File: src/rtl/conway_pkg.sv
// Shared definitions for the Conway neighbour-window block.
// Holds the FSM state enum and the bit positions of each neighbour in the
// 8-bit neighbour vector. Optional feature macro: CONWAY_WINDOW_LIVECOUNT_EN.
package conway_pkg;

  typedef enum logic [0:0] {
    LOAD = 1'b0,
    SCAN = 1'b1
  } state_e;

  localparam int unsigned NB_NW = 0;
  localparam int unsigned NB_N  = 1;
  localparam int unsigned NB_NE = 2;
  localparam int unsigned NB_W  = 3;
  localparam int unsigned NB_E  = 4;
  localparam int unsigned NB_SW = 5;
  localparam int unsigned NB_S  = 6;
  localparam int unsigned NB_SE = 7;
  localparam int unsigned NB_COUNT = 8;

endpackage

File: src/rtl/conway_board_regs.sv
// W x H single-bit board storage with a zero-padded 3x3 window read.
// Ports: clk, rst (async active-low, clears board); wr_en/wr_row/wr_col/wr_bit
// write one cell; rd_row/rd_col select a centre, rd_centre_c/rd_neighbors_c
// return that cell and its 8 neighbours combinationally (off-board reads 0).
module conway_board_regs
  import conway_pkg::*;
#(
  parameter int unsigned W = 8,
  parameter int unsigned H = 8
) (
  input  logic                  clk,
  input  logic                  rst,
  input  logic                  wr_en,
  input  logic [$clog2(H)-1:0]  wr_row,
  input  logic [$clog2(W)-1:0]  wr_col,
  input  logic                  wr_bit,
  input  logic [$clog2(H)-1:0]  rd_row,
  input  logic [$clog2(W)-1:0]  rd_col,
  output logic                  rd_centre_c,
  output logic [NB_COUNT-1:0]   rd_neighbors_c
);

  localparam int unsigned PRW = $clog2(H + 2);
  localparam int unsigned PCW = $clog2(W + 2);

  logic [H-1:0][W-1:0]     board_q;
  logic [H-1:0][W-1:0]     board_d;
  logic [H+1:0][W+1:0]     pad_c;
  logic [PRW-1:0]          pr0, pr1, pr2;
  logic [PCW-1:0]          pc0, pc1, pc2;

  // Single-cell write.
  always_comb begin
    board_d = board_q;
    if (wr_en) board_d[wr_row][wr_col] = wr_bit;
  end

  always_ff @(posedge clk or negedge rst) begin
    if (!rst) board_q <= '0;
    else      board_q <= board_d;
  end

  // Board surrounded by a ring of dead cells so edge windows need no special case.
  always_comb begin
    pad_c = '0;
    for (int r = 0; r < int'(H); r++) begin
      for (int c = 0; c < int'(W); c++) begin
        pad_c[r+1][c+1] = board_q[r][c];
      end
    end
  end

  // Padded row/col index of centre is (rd+1); window spans rd..rd+2.
  always_comb begin
    pr0 = PRW'(rd_row);
    pr1 = pr0 + PRW'(1);
    pr2 = pr0 + PRW'(2);
    pc0 = PCW'(rd_col);
    pc1 = pc0 + PCW'(1);
    pc2 = pc0 + PCW'(2);
    rd_centre_c           = pad_c[pr1][pc1];
    rd_neighbors_c        = '0;
    rd_neighbors_c[NB_NW] = pad_c[pr0][pc0];
    rd_neighbors_c[NB_N]  = pad_c[pr0][pc1];
    rd_neighbors_c[NB_NE] = pad_c[pr0][pc2];
    rd_neighbors_c[NB_W]  = pad_c[pr1][pc0];
    rd_neighbors_c[NB_E]  = pad_c[pr1][pc2];
    rd_neighbors_c[NB_SW] = pad_c[pr2][pc0];
    rd_neighbors_c[NB_S]  = pad_c[pr2][pc1];
    rd_neighbors_c[NB_SE] = pad_c[pr2][pc2];
  end

endmodule

File: src/rtl/conway_neighbor_window.sv
// Loads a W x H Life board in raster order, then streams one 3x3 window per
// cell (centre + 8 neighbours, off-board = dead) with valid/ready handshake.
// Ports: clk, rst (async active-low); in_valid/in_ready/in_cell load stream;
// out_valid/out_ready, out_state_0, out_neighbors, out_row, out_col, out_last
// window stream. With macro CONWAY_WINDOW_LIVECOUNT_EN an extra live_count
// output reports the live cells of the last fully loaded board.
module conway_neighbor_window
  import conway_pkg::*;
#(
  parameter int unsigned W = 8,
  parameter int unsigned H = 8
) (
  input  logic                    clk,
  input  logic                    rst,
  input  logic                    in_valid,
  output logic                    in_ready,
  input  logic                    in_cell,
  output logic                    out_valid,
  input  logic                    out_ready,
  output logic                    out_state_0,
  output logic [7:0]              out_neighbors,
  output logic [$clog2(H)-1:0]    out_row,
  output logic [$clog2(W)-1:0]    out_col,
  output logic                    out_last
`ifdef CONWAY_WINDOW_LIVECOUNT_EN
  ,
  output logic [$clog2(W*H+1)-1:0] live_count
`endif
);

  localparam int unsigned RW  = $clog2(H);
  localparam int unsigned CW  = $clog2(W);
  localparam logic [RW-1:0] ROW_LAST = RW'(H - 1);
  localparam logic [CW-1:0] COL_LAST = CW'(W - 1);

  state_e        state_q, state_d;
  logic [RW-1:0] load_row_q, load_row_d;
  logic [CW-1:0] load_col_q, load_col_d;
  logic [RW-1:0] row_q, row_d;
  logic [CW-1:0] col_q, col_d;
  logic          state0_q, state0_d;
  logic [7:0]    nb_q, nb_d;
  logic          last_q, last_d;

  logic          wr_en_c;
  logic [RW-1:0] nxt_row_c, rd_row_c;
  logic [CW-1:0] nxt_col_c, rd_col_c;
  logic          win_centre_c;
  logic [7:0]    win_nb_c;

`ifdef CONWAY_WINDOW_LIVECOUNT_EN
  localparam int unsigned LCW = $clog2(W*H + 1);
  logic [LCW-1:0] live_acc_q, live_acc_d;
  logic [LCW-1:0] live_q, live_d;
`endif

  conway_board_regs #(.W(W), .H(H)) u_board (
    .clk            (clk),
    .rst            (rst),
    .wr_en          (wr_en_c),
    .wr_row         (load_row_q),
    .wr_col         (load_col_q),
    .wr_bit         (in_cell),
    .rd_row         (rd_row_c),
    .rd_col         (rd_col_c),
    .rd_centre_c    (win_centre_c),
    .rd_neighbors_c (win_nb_c)
  );

  // Read address is the centre presented after the next edge: (0,0) when
  // entering SCAN, the following raster position while scanning.
  always_comb begin
    nxt_row_c = row_q;
    nxt_col_c = col_q + CW'(1);
    if (col_q == COL_LAST) begin
      nxt_col_c = '0;
      nxt_row_c = row_q + RW'(1);
    end
    rd_row_c = (state_q == SCAN) ? nxt_row_c : '0;
    rd_col_c = (state_q == SCAN) ? nxt_col_c : '0;
  end

  // Next-state and registered-output logic.
  always_comb begin
    state_d    = state_q;
    load_row_d = load_row_q;
    load_col_d = load_col_q;
    row_d      = row_q;
    col_d      = col_q;
    state0_d   = state0_q;
    nb_d       = nb_q;
    last_d     = last_q;
    wr_en_c    = 1'b0;
`ifdef CONWAY_WINDOW_LIVECOUNT_EN
    live_acc_d = live_acc_q;
    live_d     = live_q;
`endif
    unique case (state_q)
      LOAD: begin
        if (in_valid) begin
          wr_en_c    = 1'b1;
          load_col_d = load_col_q + CW'(1);
`ifdef CONWAY_WINDOW_LIVECOUNT_EN
          live_acc_d = live_acc_q + LCW'(in_cell);
`endif
          if (load_col_q == COL_LAST) begin
            load_col_d = '0;
            load_row_d = load_row_q + RW'(1);
            if (load_row_q == ROW_LAST) begin
              // Final cell never lies inside the (0,0) window since W,H >= 3.
              load_row_d = '0;
              state_d    = SCAN;
              row_d      = '0;
              col_d      = '0;
              state0_d   = win_centre_c;
              nb_d       = win_nb_c;
              last_d     = 1'b0;
`ifdef CONWAY_WINDOW_LIVECOUNT_EN
              live_d     = live_acc_q + LCW'(in_cell);
              live_acc_d = '0;
`endif
            end
          end
        end
      end
      SCAN: begin
        if (out_ready) begin
          if (last_q) begin
            state_d  = LOAD;
            row_d    = '0;
            col_d    = '0;
            state0_d = 1'b0;
            nb_d     = '0;
            last_d   = 1'b0;
          end else begin
            row_d    = nxt_row_c;
            col_d    = nxt_col_c;
            state0_d = win_centre_c;
            nb_d     = win_nb_c;
            last_d   = (nxt_row_c == ROW_LAST) && (nxt_col_c == COL_LAST);
          end
        end
      end
      default: state_d = LOAD;
    endcase
  end

  always_ff @(posedge clk or negedge rst) begin
    if (!rst) begin
      state_q    <= LOAD;
      load_row_q <= '0;
      load_col_q <= '0;
      row_q      <= '0;
      col_q      <= '0;
      state0_q   <= 1'b0;
      nb_q       <= '0;
      last_q     <= 1'b0;
`ifdef CONWAY_WINDOW_LIVECOUNT_EN
      live_acc_q <= '0;
      live_q     <= '0;
`endif
    end else begin
      state_q    <= state_d;
      load_row_q <= load_row_d;
      load_col_q <= load_col_d;
      row_q      <= row_d;
      col_q      <= col_d;
      state0_q   <= state0_d;
      nb_q       <= nb_d;
      last_q     <= last_d;
`ifdef CONWAY_WINDOW_LIVECOUNT_EN
      live_acc_q <= live_acc_d;
      live_q     <= live_d;
`endif
    end
  end

  assign in_ready      = (state_q == LOAD);
  assign out_valid     = (state_q == SCAN);
  assign out_state_0   = state0_q;
  assign out_neighbors = nb_q;
  assign out_row       = row_q;
  assign out_col       = col_q;
  assign out_last      = last_q;
`ifdef CONWAY_WINDOW_LIVECOUNT_EN
  assign live_count    = live_q;
`endif

endmodule

File: config.mk
export PLATFORM = sky130hd
export DESIGN_NAME = conway_neighbor_window
export DESIGN_NICKNAME = d
export VERILOG_FILES = /design/src/rtl/conway_pkg.sv /design/src/rtl/conway_board_regs.sv /design/src/rtl/conway_neighbor_window.sv
export SDC_FILE = /design/constraint.sdc
export NUM_CORES = 1
export LEC_CHECK = 0
export CAP_MARGIN = 20
export CORE_MARGIN = 10
export CORE_UTILIZATION = 25
export CTS_CLUSTER_DIAMETER = 40
export DETAILED_ROUTE_END_ITERATION = 10
export HOLD_SLACK_MARGIN = 0.12
export PLACE_DENSITY = 0.44
export SLEW_MARGIN = 20
export SYNTH_ARGS = -nofsm -noshare
export SYNTH_HDL_FRONTEND = slang
export SYNTH_HIERARCHICAL = 1
export SYNTH_SLANG_ARGS = --single-unit
File: constraint.sdc
create_clock -name clk -period 4.8 [get_ports clk]
set_input_delay 0.96 -clock clk [delete_from_list [all_inputs] [get_ports clk]]
set_output_delay 0.96 -clock clk [all_outputs]
set_load 0.02 [all_outputs]
==> results.json <==
{
  "wl_per_cell_um": 20.1,
  "syn_avg_cell_area_um2": 9.98,
  "ir_drop_mv": 0.550,
  "synth_top_cell_by_area": "dfrtp_1",
  "grt.busiest_layer": "met2",
  "fillers": 2553,
  "fmax_ghz": 0.258,
  "grt_pass1_wl_um": 29900,
  "cts.reportedPaths.clkPinSlew_ns": 0.07,
  "cts_tree": "yes",
  "holdWs_ns": 0.512,
  "io_buffers": 22,
  "area_growth_pct": 12.8,
  "overflow": 0,
  "yosysTopAreaCellShare_pct": 35.0,
  "cp.arrival_ns": 4.12,
  "synthTopCellsByCount": "dfrtp_1 (87), nor2_1 (84), mux2_2 (70)",
  "synthesis.nets": 641,
  "synth.most_common_cell": "dfrtp_1",
  "synthCells": 624,
  "worst-path-buf-inv": 1,
  "grt_pass1_vias": 4929,
  "combPwrFrac_pct": 70.5,
  "synth_area_mm2": 0.00622,
  "finalSetupViolations": 0,
  "num_vias": 4983,
  "critical-path-top-delay-family": "multiplexers",
  "start_kind": "register",
  "critPathMaxFanout": 69,
  "leakage_uw": 0.00300,
  "clock_sinks": 87,
  "numCtsBuffers": 9,
  "root_buffer": "clkbuf_16",
  "hold_class": "register to register",
  "synth_cell_types": 67,
  "cts_hold_buffers": 0,
  "yosys_warnings": 6,
  "postCtsSetupBuffers": 0,
  "total_power_uw": 5500,
  "drt_iter0_drc": 488,
  "gp_congestion": 0.880,
  "crit_path_end_kind": "register",
  "finalCritPeriodShare_pct": 80.9,
  "crit_type": "register to register",
  "first_pass_iters": 5,
  "multi_input_area_mm2": 0.00378,
  "die_area_mm2": 0.0316,
  "cts_buffer_depth": 2,
  "outcome": "finished clean",
  "async_flop_share_pct": 100,
  "netSwitchingFraction_pct": 51.0,
  "core_mm2": 0.0244,
  "synthFlopType": "dfrtp_1",
  "antenna_left": 0,
  "slew-limit-headroom_pct": 31.1,
  "regArea_mm2": 0.00218,
  "cts_max_level": 3,
  "synth-edff-count": 0,
  "clock_latency_ns": 0.36,
  "top_level_ports": 23,
  "maxCapViolCount": 0,
  "p_sw_uw": 2800,
  "synth_area_leaders": "dfrtp_1 (35%), mux2_2 (13%), mux4_2 (8.7%)",
  "cts_resized": 0,
  "drive_above_1_share_pct": 23.6,
  "wl_um": 19000,
  "fin_tns_setup_ns": 0,
  "antenna_cells": 0,
  "seqPwrFrac_pct": 16.4,
  "period_needed_ns": 3.88,
  "viasPerCell": 5.26,
  "drc": 0,
  "clock_skew_ns": 0.0118,
  "slew_viol_final": 0,
  "hpwlAfterDp_um": 13600,
  "pwr_density_cell_mw_per_mm2": 783,
  "slowest_delay_ns": 0.56,
  "die_w_um": 178,
  "required_ns": 5.04,
  "grt_max_degree": 70,
  "rows": 57,
  "grt_use_total_pct": 12.1,
  "crit_path_cell_trace": "ha_1 > ha_1 > nand2b_1 > a21oi_4 > buf_12 > mux4_2 > nand2b_1 > a32oi_1 > a21oi_1 > mux4_2 > nand2_1 > o21ai_2",
  "nets": 635,
  "start_util_pct": 25.5,
  "rsz0062_at_grt": "no",
  "intPower_uw": 2690,
  "use_met2_pct": 19.1,
  "die_height_um": 178,
  "timing.critical_path.slowest_stage_cell": "mux4_2",
  "gr-usage-met3_pct": 2.04,
  "grt_util_met1_pct": 16.7,
  "antenna_found_initial": 0,
  "hold_viol": 0,
  "synth-seq-area-share_pct": 35.0,
  "ys_ff_latch": 87,
  "clockPowerShare_pct": 13.2,
  "worst_pin_slew_ns": 1.03
}
## stage by stage
| step | worst slack (ns) | util (%) | instances | area (um^2) |
|---|---|---|---|---|
| global route | 0.669 | 28.8 | 947 | 7020 |
| floorplan | 1.42 | - | 624 | 6220 |
| global placement | 1.04 | 27.6 | 931 | 6720 |
| detailed placement | 1.01 | 27.6 | 931 | 6720 |
| CTS | 0.980 | 28.8 | 947 | 7020 |
| finish | 0.918 | 28.8 | 947 | 7020 |
## metal layers
metal / part of all wire (%) / routed length [um] / up-vias
met4: 1.4 / 269 / 0
met5: 0 / 0 / -
met1: 47 / 9020 / 2520
li1: - / - / 2293
met2: 46 / 8750 / 145
met3: 5.0 / 948 / 25
## path summary, 6_finish.rpt
| kind | startpoint | slack (ns) | depth (start not counted) | end |
|---|---|---|---|---|
| max in group asynchronous | rst | 3.23 | 2 | u_board/board_q[40]$_DFFE_PN0P_ |
| setup / recovery | out_col[0]$_DFFE_PN0P_ | 0.92 | 12 | out_neighbors[5]$_DFFE_PN0P_ |
| hold reg to reg | out_neighbors[6]$_DFFE_PN0P_ | 0.51 | 2 | out_neighbors[6]$_DFFE_PN0P_ |
| min in group asynchronous | rst | 0.68 | 1 | out_col[2]$_DFFE_PN0P_ |
| setup reg to reg | out_col[0]$_DFFE_PN0P_ | 0.92 | 12 | out_neighbors[5]$_DFFE_PN0P_ |
| hold / removal | out_neighbors[6]$_DFFE_PN0P_ | 0.51 | 2 | out_neighbors[6]$_DFFE_PN0P_ |
## area by class of cell
| type | count | area share, % |
|---|---|---|
| Timing Repair Buffer | 35 | 4.60 |
| Inverter | 9 | 0.481 |
| Sequential cell | 87 | 31.0 |
| Clock buffer | 10 | 3.40 |
| Tap cell | 324 | 5.77 |
| Multi-Input combinational cell | 476 | 53.9 |
| Clock inverter | 6 | 0.891 |
## cells in the final DEF (no fill, tap or decap), types with 4 or more instances in the layout
master / n
o22ai_1: 8
nand2_1: 43
mux2i_1: 38
a32oi_1: 4
o21ai_1: 6
a22oi_1: 6
o21ai_0: 11
a221oi_1: 5
a31oi_1: 7
nor3_1: 4
clkbuf_16: 9
and3_1: 4
clkdlybuf4s50_1: 20
nand3_1: 30
mux4_2: 24
a21o_1: 4
buf_4: 13
nand3b_1: 5
nor2_1: 84
nor2b_1: 6
inv_1: 9
nand2b_1: 10
mux2_2: 70
dfrtp_1: 87
o211ai_1: 6
a21oi_1: 18
ha_1: 12
o21ai_2: 10
## flip-flops by register name, indices dropped and copies added (netlist names)
register and count:
u_board/board_q 64, out_neighbors 8, load_col_q 3, load_row_q 3, out_col 3, out_row 3, out_last 1, out_state_0 1
out_valid 1
## logic make-up (layout without fill, tap and decap cells)
family | count (synthesis) | in the layout | synth area share, %
AOI/OAI and AO/OA | 121 | 121 | 13.9
buffers and inverters | 61 | 60 | 4.74
muxes | 133 | 133 | 27.6
xor gates and xnor gates | 4 | 4 | 0.684
and+or+nand+nor | 206 | 206 | 15.6
adders and majority gates | 12 | 12 | 2.41
DFF | 87 | 87 | 35.0
## power by group through the flow
stage                     clock network (uW)  registers, uW  logic, uW
final                                    724            900       3870
after global routing                     766            914       4180
after CTS                                747            901       3840
after detailed placement                   0            914       3820
after global placement                     0            913       3800
after floorplan                            0            948       2780
## tightest hold or removal path, delay by kind of cell (launching register included)
family          cells  cell delay [ns]
compound gates      1             0.06
flops               1             0.35
simple gates        1             0.08
Note: power is estimated with default switching activity, not from simulation.
